`config.mk`:
```
export PLATFORM = sky130hd
export DESIGN_NAME = fetch_stage
export DESIGN_NICKNAME = d
export VERILOG_FILES = /design/src/rtl/fetch_stage.sv
export SDC_FILE = /design/constraint.sdc
export NUM_CORES = 1
export LEC_CHECK = 0
export BUFFER_PORTS_ARGS = -buffer_cell sky130_fd_sc_hd__buf_2
export CAP_MARGIN = 15
export CORE_UTILIZATION = 46
export CTS_BUF_LIST = sky130_fd_sc_hd__clkbuf_8
export DETAILED_ROUTE_END_ITERATION = 16
export PLACE_DENSITY = 0.8
export SYNTH_ARGS = -nofsm -noshare
export SYNTH_HDL_FRONTEND = slang
export SYNTH_SLANG_ARGS = --single-unit
```
`constraint.sdc`:
```
create_clock -name clk -period 1.9 [get_ports clk]
set_input_delay 0.095 -clock clk [delete_from_list [all_inputs] [get_ports clk]]
set_output_delay 0.095 -clock clk [all_outputs]
set_load 0.1 [all_outputs]
```
`src/rtl/fetch_stage.sv`:
```
// rtl/fetch_stage.sv - instruction fetch stage: PC ownership, single-outstanding imem reads, held delivery
`timescale 1ns/1ps
module fetch_stage #(
    parameter logic [31:0] RESET_PC = 32'h0000_0000
) (
    input  logic        clk,
    input  logic        rst,
    output logic        imem_req,
    output logic [31:0] imem_addr,
    input  logic        imem_rvalid,
    input  logic [31:0] imem_rdata,
    output logic [31:0] Instr,
    output logic [31:0] PC,
    output logic [31:0] PCPlus4,
    output logic        instr_valid,
    input  logic        instr_ready,
    input  logic        PCsrc,
    input  logic [31:0] PCtarget
);

    typedef enum logic [1:0] {
        ISSUE = 2'd0,
        WAIT  = 2'd1,
        HOLD  = 2'd2
    } state_t;

    state_t      r_state;
    state_t      w_state_next;
    logic        r_rst_q;
    logic        r_drop;
    logic        w_drop_next;
    logic        w_capture;
    logic [31:0] r_pc;
    logic [31:0] w_pc_next;
    logic [31:0] r_instr;
    logic [31:0] r_instr_pc;
    logic [31:0] w_target;
    logic        w_unused;

    assign w_target = {PCtarget[31:2], 2'b00};
    assign w_unused = ^PCtarget[1:0];

    always_ff @(posedge clk) begin
        if (rst) begin
            r_state <= ISSUE;
        end else begin
            r_state <= w_state_next;
        end
    end

    // r_rst_q holds the first post-reset cycle idle so imem_req is purely registered
    always_comb begin
        w_state_next = r_state;
        w_pc_next    = r_pc;
        w_drop_next  = r_drop;
        w_capture    = 1'b0;
        if (r_rst_q) begin
            if (PCsrc) begin
                w_pc_next = w_target;
            end
        end else begin
            case (r_state)
                ISSUE: begin
                    w_state_next = WAIT;
                    if (PCsrc) begin
                        w_pc_next   = w_target;
                        w_drop_next = 1'b1;
                    end
                end
                WAIT: begin
                    if (PCsrc) begin
                        w_pc_next = w_target;
                        if (imem_rvalid) begin
                            w_state_next = ISSUE;
                            w_drop_next  = 1'b0;
                        end else begin
                            w_drop_next = 1'b1;
                        end
                    end else if (imem_rvalid) begin
                        w_state_next = r_drop ? ISSUE : HOLD;
                        w_capture    = ~r_drop;
                        w_drop_next  = 1'b0;
                    end
                end
                HOLD: begin
                    if (PCsrc) begin
                        w_pc_next    = w_target;
                        w_state_next = ISSUE;
                    end else if (instr_ready) begin
                        w_pc_next    = r_pc + 32'd4;
                        w_state_next = ISSUE;
                    end
                end
                default: w_state_next = ISSUE;
            endcase
        end
    end

    always_ff @(posedge clk) begin
        if (rst) begin
            r_rst_q    <= 1'b1;
            r_pc       <= RESET_PC;
            r_drop     <= 1'b0;
            r_instr    <= 32'd0;
            r_instr_pc <= 32'd0;
        end else begin
            r_rst_q <= 1'b0;
            r_pc    <= w_pc_next;
            r_drop  <= w_drop_next;
            if (w_capture) begin
                r_instr    <= imem_rdata;
                r_instr_pc <= r_pc;
            end
        end
    end

    always_comb begin
        imem_req    = (r_state == ISSUE) && !r_rst_q;
        instr_valid = (r_state == HOLD);
    end

    assign imem_addr = r_pc;
    assign Instr     = r_instr;
    assign PC        = r_instr_pc;
    assign PCPlus4   = r_instr_pc + 32'd4;

endmodule

```
# == Yosys cells after proc, flatten, opt, wreduce, memory -nomap -nowiden ==
# Index checks and enable logic that the tools add are counted.
# W data, S select, Z words.
# classes
n_addsub,2
n_mul,0
n_div,0
order_cmp,0
eq_ne,7
shift,0
mux,22
bitwise,2
n_reduce_logical,9
# ops
operator,n
$mux W32,4
$add A32 B3 Y32 const B,2
$pmux W32 S2,1
$mux W2,6
$mux W1,9
$pmux W2 S3,1
$ne A2 B2 Y1 const B,2
$ne A4 B1 Y1 const B,1
$reduce_and A4 Y1,1
$ne A3 B1 Y1 const B,1
$ne A3 B3 Y1 const B,1
$reduce_and A3 Y1,1
$reduce_bool A3 Y1,1
$eq A2 B1 Y1 const B,1
$eq A2 B2 Y1 const B,1
$logic_not A2 Y1,1
$not A1 Y1,2
$pmux W1 S2,1
$reduce_and A2 Y1,1
$reduce_bool A2 Y1,1
$reduce_or A2 Y1,1
$logic_and A1 B1 Y1,1
$logic_not A1 Y1,1
# totals
register_bits,100
latchBits,0
ram_bits,0
mem_bits_ro,0
in_bits,69
out_inout_bits,130
elab_cells,48
memories,0

# == Depth between registers and ports, before layout ==
# logic_depth
depth_word,5
mapped_depth,8
ltp_nobuf,6

# == Worst setup path after synthesis ==
# Ideal clock, no wire load.
# synth_timing
kind,register to output
from,register r_instr_pc[8] (netlist: PC[8])
to,output PCPlus4[29]
arrival_ns,3.748
required_time_ns,1.805
setup_slack_ns,-1.943
stages_incl_launch_ff,7
n_path_buf,1
path_cell_list,dfxtp_1 and4_1 and4_1 clkbuf_1 nand3_1 nor4_1 xor2_1
# synth_between
elab_chain_cells,1
# synth_rtl
element,line,text
from (decl),36,logic [31:0] r_instr_pc;
from (signal assigned),112,r_instr_pc <= r_pc;
$add A32 B3 Y32,125,assign PCPlus4 = r_instr_pc + 32'd4;
to (decl),14,"output logic [31:0] PCPlus4,"
# Every way passes these cells.

# == Final worst setup path ==
# layout_timing
from,register r_instr_pc[11] (netlist: PC[11])
to,output PCPlus4[31]
# Same word-level chain as after synthesis.

==> results.json <==
{
  "multi_input_area_um2": 3610,
  "vias": 6261,
  "min_to": "imem_addr[14]",
  "cts_tree": "done",
  "cts.htree.levels": 3,
  "cts_sinks": 100,
  "diodes": 0,
  "rsz0062_at_grt": "true",
  "whs_path_depth": 3,
  "finClkSkew_ns": 0.0178,
  "required_ns": 1.80,
  "start_util_pct": 48.1,
  "core_area_um2": 10500,
  "place_hpwl_um": 12400,
  "crit_type": "register to primary output",
  "tns_ns": -4.45,
  "root_buffer": "clkbuf_8",
  "report.final.slew_viol_count": 0,
  "netlist_area_um2": 5030,
  "grt_use_total_pct": 32.0,
  "timing.fmax_mhz": 448,
  "worst_slack_ns": -0.331,
  "clk_pin_slew_ns": 0.11,
  "fin_crit_ns": 2.23,
  "p_per_area_nw_per_um2": 538,
  "synthFlopType": "dfxtp_1",
  "dieArea_um2": 11400,
  "rows": 37,
  "fin_total_pwr_mw": 4.61,
  "grt_pass1_vias": 5933,
  "end_kind": "primary output",
  "r2r-start": "r_rst_q",
  "drtIter0Drc": 628,
  "wl_per_cell_um": 17.7,
  "worstRegToRegCells": 6,
  "ant_nets": 0,
  "max-slew-margin-rel_pct": 65.8,
  "synth_area_per_cell_um2": 7.54,
  "grt_antenna_before_repair": 0,
  "period_share_pct": 117,
  "die_h_um": 107,
  "finalHoldViolCount": 0,
  "drive_gt1_share_pct": 45.7,
  "finalWirelength_um": 19100,
  "fp.dieW_um": 107,
  "worstHoldPathType": "input pin to register",
  "grt_pass1_wl_um": 29000,
  "ys_ff_latch": 100,
  "tightest_slew_ns": 0.517,
  "synthDistinctLibCells": 65,
  "worst_ep_arrival_time_ns": 2.14,
  "status": "complete, but fails checks",
  "grt-ovfl-total": 0,
  "drt_pass1_iterations": 5,
  "hold_slack_ns": 0.0107,
  "r2r_slack_ns": 0.05,
  "hold_start": "PCtarget[14]",
  "cts_buffer_depth": 2,
  "synth_cells": 667,
  "insertion_delay_ns": 0.37,
  "ios": 199,
  "ir_worst_vdd_mv": 0.387,
  "r2r-end": "imem_addr[28]",
  "viasPerCell": 5.80,
  "grt_max_degree": 66,
  "ys_async_sr_fraction_pct": 0,
  "numCtsBuffers": 9,
  "finalSetupViolCount": 23,
  "fin_area_um2": 8570,
  "leakagePower_nw": 3.74,
  "dp_slack_ns": -0.0797,
  "place.gp.congestion": 0.878,
  "synth_fp_nets": 738,
  "ys_seq_area_share_pct": 39.8,
  "worstPathMaxFanout": 4,
  "synth_edf_count": 0,
  "violations": "setup timing",
  "area_growth_syn_to_layout_pct": 70.3,
  "finalNetCount": 1010,
  "nFillCells": 639,
  "drc_errors": 0,
  "numPortBuffers": 196,
  "cap_violations": 0,
  "regArea_um2": 2170,
  "cp-start-kind": "register",
  "place_area_um2": 7740,
  "yosysWarnings": 0
}
[critical path, cell delays in order (launching register included)]
cell and delay (ns):
dfxtp_4 0.35, and4_4 0.24, and4_4 0.26, nand3_4 0.13
buf_6 0.17, nor3_4 0.23, xor2_4 0.19, buf_12 0.19
[cells by family (layout without fill, tap and decap cells)]
family,after synthesis,after routing,synth area share [%]
DFF,100,100,39.8
AOI/OAI and AO/OA,158,158,19.0
muxes,4,4,0.821
and+or+nand+nor,316,316,30.1
adders and majority gates,2,2,0.497
buffers and inverters,58,334,4.78
xor gates and xnor gates,29,29,5.05
[sequential cells by signal (all words and copies together), names as in the netlist]
name / count
r_drop: 1
Instr: 32
r_state: 2
r_rst_q: 1
imem_addr: 32
PC: 32
[Yosys cell counts (9+ instances only)]
library cell	count	area [um2]
nand4_1	19	119
nor2_1	46	173
nand3_1	23	115
xor2_1	13	114
a21oi_1	81	405
nor4_1	10	62.6
xnor2_1	16	140
nand2_1	157	589
and3_1	9	56.3
nor3_1	18	90.1
a22oi_1	9	67.6
o21ai_0	20	100
clkbuf_1	40	150
dfxtp_1	100	2000
[layer usage]
metal,global-route usage [%],up-vias,wire (um)
li1,-,2883,-
met1,39.8,2932,7350
met2,55.4,377,9640
met3,3.62,69,1390
met4,14.6,0,731
met5,0,-,0
[worst max-delay path by stage]
stage / startpoint / to / slack (ns) / cells after the start
after floorplan: PC[17] / PCPlus4[29] / -0.74 / 5
after global placement: r_state[0] / imem_addr[29] / -0.03 / 5
after detailed placement: PC[8] / PCPlus4[29] / -0.08 / 7
after CTS: PC[8] / PCPlus4[29] / -0.33 / 7
after global routing: PC[11] / PCPlus4[29] / -0.40 / 7
final: PC[11] / PCPlus4[31] / -0.33 / 7
[final cells by class]
cell class / count / area share (%)
clock buffer: 10 / 1.61
clock inverter: 5 / 0.701
inverter: 9 / 0.394
multi-input combinational: 509 / 42.1
sequential: 100 / 25.3
tap: 136 / 1.99
timing repair buffer: 310 / 27.8
[cell usage in the layout, fill, tap and decap left out, types with 5 or more instances in the layout]
cell type and count:
a211oi_1 6, a21o_1 7, a21oi_1 81, a22oi_1 9, a31oi_1 5, and3_1 5
buf_12 29, buf_2 171, buf_4 70, clkbuf_8 10, dfxtp_1 44, dfxtp_2 17
dfxtp_4 39, dlygate4sd3_1 33, inv_1 8, nand2_1 154, nand3_1 18, nand4_1 19
nor2_1 40, nor2_4 6, nor3_1 10, nor3_4 8, nor4_1 6, o21ai_0 17
o22ai_1 6, xnor2_4 13, xor2_4 11
[what timing repair did]
| action | 4_1_cts | 5_1_grt |
|---|---|---|
| setup endpoints to repair | 36 | 32 |
| gates resized for setup | 24 | 15 |
| hold buffers | 33 | 0 |
| setup buffers | 9 | 13 |
| pin swaps | 19 | 18 |
| hold endpoints to repair | 33 | 0 |
[stage by stage]
step	util (%)	std cells
after detailed placement	74.0	1011
final	81.9	1079
after floorplan	-	667
after CTS	80.5	1068
after global placement	74.0	1011
after global routing	81.9	1079
[power breakdown]
part / internal [mW] / switching, mW / total (mW)
registers: 2.13 / 0.105 / 2.23
logic: 0.274 / 0.706 / 0.980
clock network: 0.645 / 0.753 / 1.40
(Power assumes the default switching activity.)
